===== src/rtl/tiger_trace_tap.sv =====
// tiger_trace_tap: instruction-trace front end for the Tiger pipeline.
// Stall-aware pc/ins delay line, STARTINGPC..FINISHPC measurement window
// with cycle/stall counters, per-cache stuck watchdogs, and a show-ahead
// FIFO of retired {pc, ins} pairs drained by an on-chip debug reader.
module tiger_trace_tap #(
    parameter logic [31:0] STARTINGPC  = 32'h0080_0000,
    parameter logic [31:0] FINISHPC    = 32'h0080_0004,
    parameter int          STALL_LIMIT = 1000,
    parameter int          FIFO_AW     = 4
) (
    input  logic        clk,
    input  logic        reset,
    input  logic [31:0] pc,
    input  logic [31:0] ins,
    input  logic        insValid,
    input  logic        iCacheStall,
    input  logic        dCacheStall,
    output logic [31:0] pc_r,
    output logic [31:0] pc_rr,
    output logic [31:0] pc_rrr,
    output logic [31:0] ins_r,
    output logic [31:0] ins_rr,
    output logic        insValid_r,
    output logic        insValid_rr,
    output logic        running,
    output logic        done,
    output logic [63:0] cycle_count,
    output logic [31:0] istall_cycles,
    output logic [31:0] dstall_cycles,
    output logic        icache_stuck,
    output logic        dcache_stuck,
    output logic        missed_ins,
    output logic        trace_valid,
    output logic [63:0] trace_data,
    input  logic        trace_ready,
    output logic        trace_overflow,
    output logic [15:0] trace_dropped
);

    localparam int              DEPTH   = 1 << FIFO_AW;
    localparam logic [FIFO_AW:0] FULL_C = (FIFO_AW+1)'(DEPTH);
    localparam logic [9:0]      LIM     = 10'(STALL_LIMIT);

    typedef enum logic [1:0] {S_IDLE, S_RUN, S_DONE} state_t;

    state_t             r_state;
    logic               r_done;
    logic [31:0]        r_pc_r, r_pc_rr, r_pc_rrr, r_ins_r, r_ins_rr;
    logic               r_v_r, r_v_rr;
    logic [63:0]        r_cyc;
    logic [31:0]        r_istall, r_dstall;
    logic [9:0]         r_icnt, r_dcnt;
    logic               r_istuck, r_dstuck;
    logic               r_missed;
    logic [63:0]        r_mem [DEPTH];
    logic [FIFO_AW-1:0] r_wr_ptr, r_rd_ptr;
    logic [FIFO_AW:0]   r_count;
    logic               r_ovf;
    logic [15:0]        r_drop;

    logic w_adv, w_run, w_wr, w_rd, w_full, w_wr_ok;

    assign w_adv   = ~(iCacheStall | dCacheStall);
    assign w_run   = (r_state == S_RUN);
    assign w_wr    = w_run & w_adv & r_v_rr;
    assign w_rd    = trace_valid & trace_ready;
    assign w_full  = (r_count == FULL_C);
    // A full FIFO still takes a write when the head leaves in the same cycle.
    assign w_wr_ok = w_wr & (~w_full | w_rd);

    // Delay line: shifts only when the pipeline advances.
    always_ff @(posedge clk or posedge reset) begin
        if (reset) begin
            r_pc_r  <= '0; r_pc_rr <= '0; r_pc_rrr <= '0;
            r_ins_r <= '0; r_ins_rr <= '0;
            r_v_r   <= 1'b0; r_v_rr <= 1'b0;
        end else if (w_adv) begin
            r_pc_r  <= pc;      r_pc_rr  <= r_pc_r; r_pc_rrr <= r_pc_rr;
            r_ins_r <= ins;     r_ins_rr <= r_ins_r;
            r_v_r   <= insValid; r_v_rr  <= r_v_r;
        end
    end

    // Measurement window FSM; done is registered on the RUN->DONE edge.
    always_ff @(posedge clk or posedge reset) begin
        if (reset) begin
            r_state <= S_IDLE;
            r_done  <= 1'b0;
        end else begin
            r_done <= 1'b0;
            case (r_state)
                S_IDLE:  if (pc == STARTINGPC) r_state <= S_RUN;
                S_RUN:   if (pc == FINISHPC) begin
                             r_state <= S_DONE;
                             r_done  <= 1'b1;
                         end
                default: r_state <= S_DONE;
            endcase
        end
    end

    // Window counters: cycles in RUN (wrapping) and saturating stall counts.
    always_ff @(posedge clk or posedge reset) begin
        if (reset) begin
            r_cyc    <= '0;
            r_istall <= '0;
            r_dstall <= '0;
        end else if (w_run) begin
            r_cyc <= r_cyc + 64'd1;
            if (iCacheStall && r_istall != '1) r_istall <= r_istall + 32'd1;
            if (dCacheStall && r_dstall != '1) r_dstall <= r_dstall + 32'd1;
        end
    end

    // Stuck-cache watchdogs: consecutive-stall run length, flag is sticky.
    always_ff @(posedge clk or posedge reset) begin
        if (reset) begin
            r_icnt <= '0; r_istuck <= 1'b0;
            r_dcnt <= '0; r_dstuck <= 1'b0;
        end else begin
            if (iCacheStall) begin
                if (r_icnt != LIM) r_icnt <= r_icnt + 10'd1;
                if (r_icnt + 10'd1 == LIM || r_icnt == LIM) r_istuck <= 1'b1;
            end else begin
                r_icnt <= '0;
            end
            if (dCacheStall) begin
                if (r_dcnt != LIM) r_dcnt <= r_dcnt + 10'd1;
                if (r_dcnt + 10'd1 == LIM || r_dcnt == LIM) r_dstuck <= 1'b1;
            end else begin
                r_dcnt <= '0;
            end
        end
    end

    // Flag a fetch that moved on without ever presenting a valid instruction.
    always_ff @(posedge clk or posedge reset) begin
        if (reset) r_missed <= 1'b0;
        else       r_missed <= w_adv & (pc != r_pc_r) & ~insValid;
    end

    // Trace FIFO: pointers wrap modulo depth, drops are counted when full.
    always_ff @(posedge clk or posedge reset) begin
        if (reset) begin
            for (int i = 0; i < DEPTH; i++) r_mem[i] <= '0;
            r_wr_ptr <= '0;
            r_rd_ptr <= '0;
            r_count  <= '0;
            r_ovf    <= 1'b0;
            r_drop   <= '0;
        end else begin
            if (w_wr_ok) begin
                r_mem[r_wr_ptr] <= {r_pc_rr, r_ins_rr};
                r_wr_ptr        <= r_wr_ptr + 1'b1;
            end
            if (w_rd) r_rd_ptr <= r_rd_ptr + 1'b1;
            if (w_wr_ok && !w_rd)      r_count <= r_count + 1'b1;
            else if (!w_wr_ok && w_rd) r_count <= r_count - 1'b1;
            if (w_wr && !w_wr_ok) begin
                r_ovf <= 1'b1;
                if (r_drop != '1) r_drop <= r_drop + 16'd1;
            end
        end
    end

    assign pc_r           = r_pc_r;
    assign pc_rr          = r_pc_rr;
    assign pc_rrr         = r_pc_rrr;
    assign ins_r          = r_ins_r;
    assign ins_rr         = r_ins_rr;
    assign insValid_r     = r_v_r;
    assign insValid_rr    = r_v_rr;
    assign running        = w_run;
    assign done           = r_done;
    assign cycle_count    = r_cyc;
    assign istall_cycles  = r_istall;
    assign dstall_cycles  = r_dstall;
    assign icache_stuck   = r_istuck;
    assign dcache_stuck   = r_dstuck;
    assign missed_ins     = r_missed;
    assign trace_valid    = (r_count != '0);
    assign trace_data     = r_mem[r_rd_ptr];
    assign trace_overflow = r_ovf;
    assign trace_dropped  = r_drop;

endmodule


===== config.mk =====
export PLATFORM = sky130hd
export DESIGN_NAME = tiger_trace_tap
export DESIGN_NICKNAME = d
export VERILOG_FILES = /design/src/rtl/tiger_trace_tap.sv
export SDC_FILE = /design/constraint.sdc
export NUM_CORES = 2
export LEC_CHECK = 0
export ABC_AREA = 1
export BUFFER_PORTS_ARGS = -buffer_cell sky130_fd_sc_hd__buf_2
export CORE_MARGIN = 2
export CORE_UTILIZATION = 30
export DETAILED_ROUTE_END_ITERATION = 6
export GPL_TIMING_DRIVEN = 0
export SYNTH_ARGS = -nofsm -noshare
export SYNTH_HDL_FRONTEND = slang
export SYNTH_SLANG_ARGS = --single-unit

===== constraint.sdc =====
create_clock -name clk -period 76.7 [get_ports clk]
set_input_delay 15.34 -clock clk [delete_from_list [all_inputs] [get_ports clk]]
set_output_delay 15.34 -clock clk [all_outputs]
set_load 0.005 [all_outputs]

# == Yosys cells after proc, flatten, opt, wreduce, memory -nomap -nowiden ==
# Cells that the tools add are included.
# totals
regBits,1370
latch_bits,0
mem_bits_rw,0
romBits,0
input_bits,70
out_inout_bits,377
wordCells,118
n_memories,0
# classes
n_addsub,10
n_mul,0
n_div,0
order_cmp,3
eq_ne,18
shifts,0
muxes,17
n_bitwise,13
reduce_logical,19
# op_table
op,count
$bwmux 1024,1
$bmux 64 s4,1
$demux 64 s4,1
$mux 64,3
$add 32x1->32 const B,2
$add 64x1->64 const B,1
$eq 32x24->1 const B,2
$ne 32x32->1 const B,2
$eq 10x10->1 const B,4
$mux 10,4
$ne 32x32->1,1
$add 10x1->10 const B,2
$ne 10x10->1 const B,2
$add 16x1->16 const B,1
$ne 16x16->1 const B,1
$reduce_and 2->1,6
$ge 5x5->1 const B,2
$mux 5,2
$not 4->5,2
$add 4x1->4 const B,2
$and 1x1->1,6
$logic_and 1x1->1,6
$ne 2x1->1 const B,3
$add 5x1->5 const B,1
other kinds (15),22

# == Depth between registers and ports, before layout ==
# logic_depth
depth_word,9
ltp_mapped,15
ltp_nobuf,14

# == Worst setup path before layout ==
# Ideal clock, no wire load.
# synth_path
kind,input -> register
start,input port dCacheStall
end,register r_count[4]
setup_ns,0.083
t_arrival_ns,17.142
t_required_ns,76.617
path_slack_ns,59.475
cell_stages,15
path_buffers,1
path_cell_list,inv_1 > nand2_1 > nor3_2 > inv_2 > nor2_4 > buf_6 > ha_1 > inv_1 > fa_1 > nand2_1 > nand2_1 > a21oi_1 > xor2_1 > nand2_1 > o21ai_0
# synth_between
elab_chain_cells,8
word_cells_on_any_way,10
classes_between,mux: 1; bitwise: 5; reduce/logical: 4
# synth_rtl
item,line,text
"start, declared",17,"input logic dCacheStall,"
$or 1x1->1 (*),63,assign w_adv = ~(iCacheStall | dCacheStall);
$not 1->1 (*),63,
$and 1x1->1 (*) (2 in a row),65,assign w_wr = w_run & w_adv & r_v_rr;
$and 1x1->1 (*),69,assign w_wr_ok = w_wr & (~w_full | w_rd);
named net w_wr_ok,61,"logic w_adv, w_run, w_wr, w_rd, w_full, w_wr_ok;"
$logic_not 1->1,158,else if (!w_wr_ok && w_rd) r_count <= r_count - 1'b1;
$logic_and 1x1->1,158,
$reduce_bool 2->1 (no line),--,
"end signal, assigned",157,if (w_wr_ok && !w_rd) r_count <= r_count + 1'b1;
"end signal, assigned",158,
"end, declared",57,logic [FIFO_AW:0] r_count;
# Mark *: on every way through the listed nets, which the timed path passes. The rest lies on a longest branch.
# A chain may end at the register's enable or synchronous reset.

# == Worst setup path in the final report ==
# layout_path
start,register r_rd_ptr[0]
end,output port trace_data[48]
# layout_between
elab_chain_cells,4
# layout_rtl
item,line,text
"start, declared",56,"logic [FIFO_AW-1:0] r_wr_ptr, r_rd_ptr;"
"start signal, assigned",156,if (w_rd) r_rd_ptr <= r_rd_ptr + 1'b1;
$not 4->5 (not written as such),182,assign trace_data = r_mem[r_rd_ptr];
$bmux 64 s4,182,
$mux 64 (not written as such) (2 in a row),182,
"end, declared",34,"output logic [63:0] trace_data,"
# No other way between the ends. The select of a mux whose other input is x is not followed.

==> metrics.yaml <==
cells_and_area:
  drive_gt1_share_pct: 11.5
  seq_area_mm2: 0.0343
  nets: 8283
  num-fill-cells: 21600
  layout-area-overhead-vs-synth_pct: 18.1
  multiInputGateArea_mm2: 0.0247
yosys:
  yosys-top-cells-area: "dfrtp_1 (55%), nand2_1 (11%), o21ai_0 (7.8%)"
  synth_common_cells: "nand2_1 (1,794), dfrtp_1 (1,370), nor2_1 (1,010)"
  synthCells: 7581
  synth_most_common_cell: "nand2_1"
  ys_seq_area_share_pct: 54.8
  async_flop_share_pct: 100
  ys_ff_latch: 1370
  yosysTopAreaCell: "dfrtp_1"
  synth_top_area_share_pct: 54.8
  ys_warn_count: 0
  synthFlopType: "dfrtp_1"
  mappedNetlistArea_mm2: 0.0625
  netlist-cell-type-count: 34
  syn_nets: 7669
  synth_edf_count: 0
  syn_avg_cell_area_um2: 8.25
route:
  wl_per_cell_um: 25.8
  antenna_left: 0
  drt_wl_total_um: 287000
  first_pass_iters: 7
  drcViolationCount: 17
  wl_met2_um: 123000
  first_iter_violations: 6992
  highest_layer: "met5"
  viasPerCell: 5.36
  dr_wl_met3_um: 32400
  m1WireLength_um: 110000
  num_vias: 59600
placement:
  gp_congestion: 0.957
  io_buffer_count: 446
  hpwl_um: 206000
  post-place-ws_ps: 57390
timing:
  drv_slew: 121
  hold_viol_final: 0
  rsz0062_at_grt: "no"
  hold-worst-slack_ps: 477
  relSlewSlack_pct: -8.44
  fin_ws_ps: 56470
  worstMarginPinSlew_ps: 1630
  fmax_mhz: 49.4
  layout_min_cycle_time_ps: 20230
  final-setup-viol-count: 0
  clock_skew_ps: 30.8
  tns_ps: 0
  finalCritPeriodShare_pct: 26.4
setup_path:
  worst_ep_required_time_ps: 61360
  cp-start-kind: "register"
  regToRegSetupSlack_ps: 73600
  timing.rr.end: "r_count[3]$_DFFE_PP0P_"
  r2r_cells: 15
  regToRegStartpoint: "r_state[1]$_DFFE_PP0P_"
  worstPathArrival_ps: 4890
  end_kind: "output port"
  crit_type: "reg -> out"
  path_max_fanout: 10
die:
  start_util_pct: 30.2
  die-area_mm2: 0.212
  die_w_um: 461
  core_area_mm2: 0.207
  ios: 447
  fp.dieH_um: 461
  num_rows: 167
pwr:
  p_leak_nw: 33.2
  peakVddDrop_v: 0.0000353
  power.density_mw_per_mm2: 32.8
clocking:
  cts_hold_buf: 0
  insertion_delay_ps: 840
  path_clk_slew_ps: 60
  clock_path_buffers: 3
  clockRootBuffer: "clkbuf_16"
  htree_levels: 4
  post_cts_buffers: 0
  cts.sinks: 1370
  ctsResizeCount: 0
  cts_tree: "done"
  cts_buffers: 153
hold_path:
  min_delay_path_depth: 1
  min_to: "trace_overflow$_DFFE_PP0P_"
  worstHoldStart: "trace_overflow$_DFFE_PP0P_"
  hold_class: "reg -> reg"
flow_run:
  max_cap_viol_count: 11
outcome:
  violations: "design-rule violations, max-capacitance violations, max-slew violations"
  status: "finished with violations"
global_routing:
  grt_pass1_vias: 57300
  overflow: 0
  grt_pass1_wl_um: 408000
  grt_usage_pct: 26.5
  grt_max_degree: 131
  antenna_found_initial: 17
[cell usage in the layout, fill, tap and decap left out, drive strengths merged, types with 2 or more instances in the layout]
master / n
inv: 316
buf: 710
xor2: 71
nor4: 8
nor3: 63
nand2: 1798
nand3: 146
nor3b: 4
clkbuf: 531
clkinvlp: 4
ha: 17
or2: 2
diode: 15
nand4: 50
a21oi: 8
dfrtp: 1370
clkinv: 32
nor2: 1012
xnor2: 60
nand3b: 18
o21ai: 1830
o211ai: 256
bufinv: 8
[metal layers]
layer | GRT usage [%] | vias up
met5 | 0 | -
met4 | 16.8 | 6
met3 | 9.08 | 735
met2 | 39.4 | 3359
met1 | 32.8 | 29300
li1 | - | 26300
[sequential cells by signal, indices dropped and copies added (netlist names), 2 cells and up]
| register | flops |
|---|---|
| r_dcnt | 10 |
| cycle_count | 64 |
| r_count | 5 |
| istall_cycles | 32 |
| r_state | 2 |
| r_wr_ptr | 4 |
| r_rd_ptr | 4 |
| pc_rr | 32 |
| dstall_cycles | 32 |
| ins_r | 32 |
| trace_dropped | 16 |
| pc_rrr | 32 |
| pc_r | 32 |
| r_mem | 1024 |
| ins_rr | 32 |
| r_icnt | 10 |
[cell families (layout without fill, tap and decap cells)]
kind of cell | count (synthesis) | count (layout) | synth area share, %
AND/OR/NAND/NOR | 3103 | 3103 | 19.5
AO/OA/AOI/OAI | 2097 | 2097 | 17.8
flip-flops | 1370 | 1370 | 54.8
buffers and inverters | 862 | 1601 | 5.66
XOR/XNOR | 131 | 131 | 1.83
adder cells (fa/ha/maj) | 18 | 18 | 0.372
other | 0 | 15 | 0
[report_power, final]
part	internal [mW]	leakage, nW	switching [mW]
Clock	0.436	2.54	0.332
Combinational	0.197	12.0	0.703
Sequential	0.739	18.7	0.0194
[layout make-up]
class                   instances  share of cell area, %
well taps                    2788                   4.72
multi-input cells            5349                   33.5
clock inverters                53                  0.969
clock buffers                 227                   6.05
inverters                     307                   1.57
repair buffers                459                   3.51
plain buffers                 555                   3.25
flip-flops and latches       1370                   46.4
diodes                         15                 0.0508
[worst max path at each step]
stage | start | to | slack, ps | cells past startpoint
after global placement | reset | r_mem[279]$_DFFE_PP0P_ | 7110 | 2
after detailed placement | dCacheStall | pc_rr[2]$_DFFE_PP0N_ | 57390 | 8
after floorplan | reset | cycle_count[0]$_DFFE_PP0P_ | 22730 | 1
after global routing | r_rd_ptr[0]$_DFFE_PP0P_ | trace_data[48] | 56640 | 9
after CTS | r_rd_ptr[1]$_DFFE_PP0P_ | trace_data[48] | 56780 | 8
final | r_rd_ptr[0]$_DFFE_PP0P_ | trace_data[48] | 56470 | 9
[critical path, cell delays in order (launching register included)]
cell and delay, ps:
dfrtp_1 390, buf_2 200, inv_2 240, clkbuf_1 790, clkbuf_1 1210, nor2_1 70
o211ai_1 310, nand3_1 220, nand2_1 420, buf_2 190
[per-stage QoR]
step,total power [mW],cell area (um^2),util [%],std cells
after floorplan,1.16,62500,-,7581
after global placement,1.63,68300,33.0,10800
after detailed placement,1.63,68600,33.1,10800
after CTS,2.40,73800,35.6,11100
after global routing,2.50,73800,35.7,11100
final,2.43,73800,35.7,11100
Power figures use the tool's default switching activity.
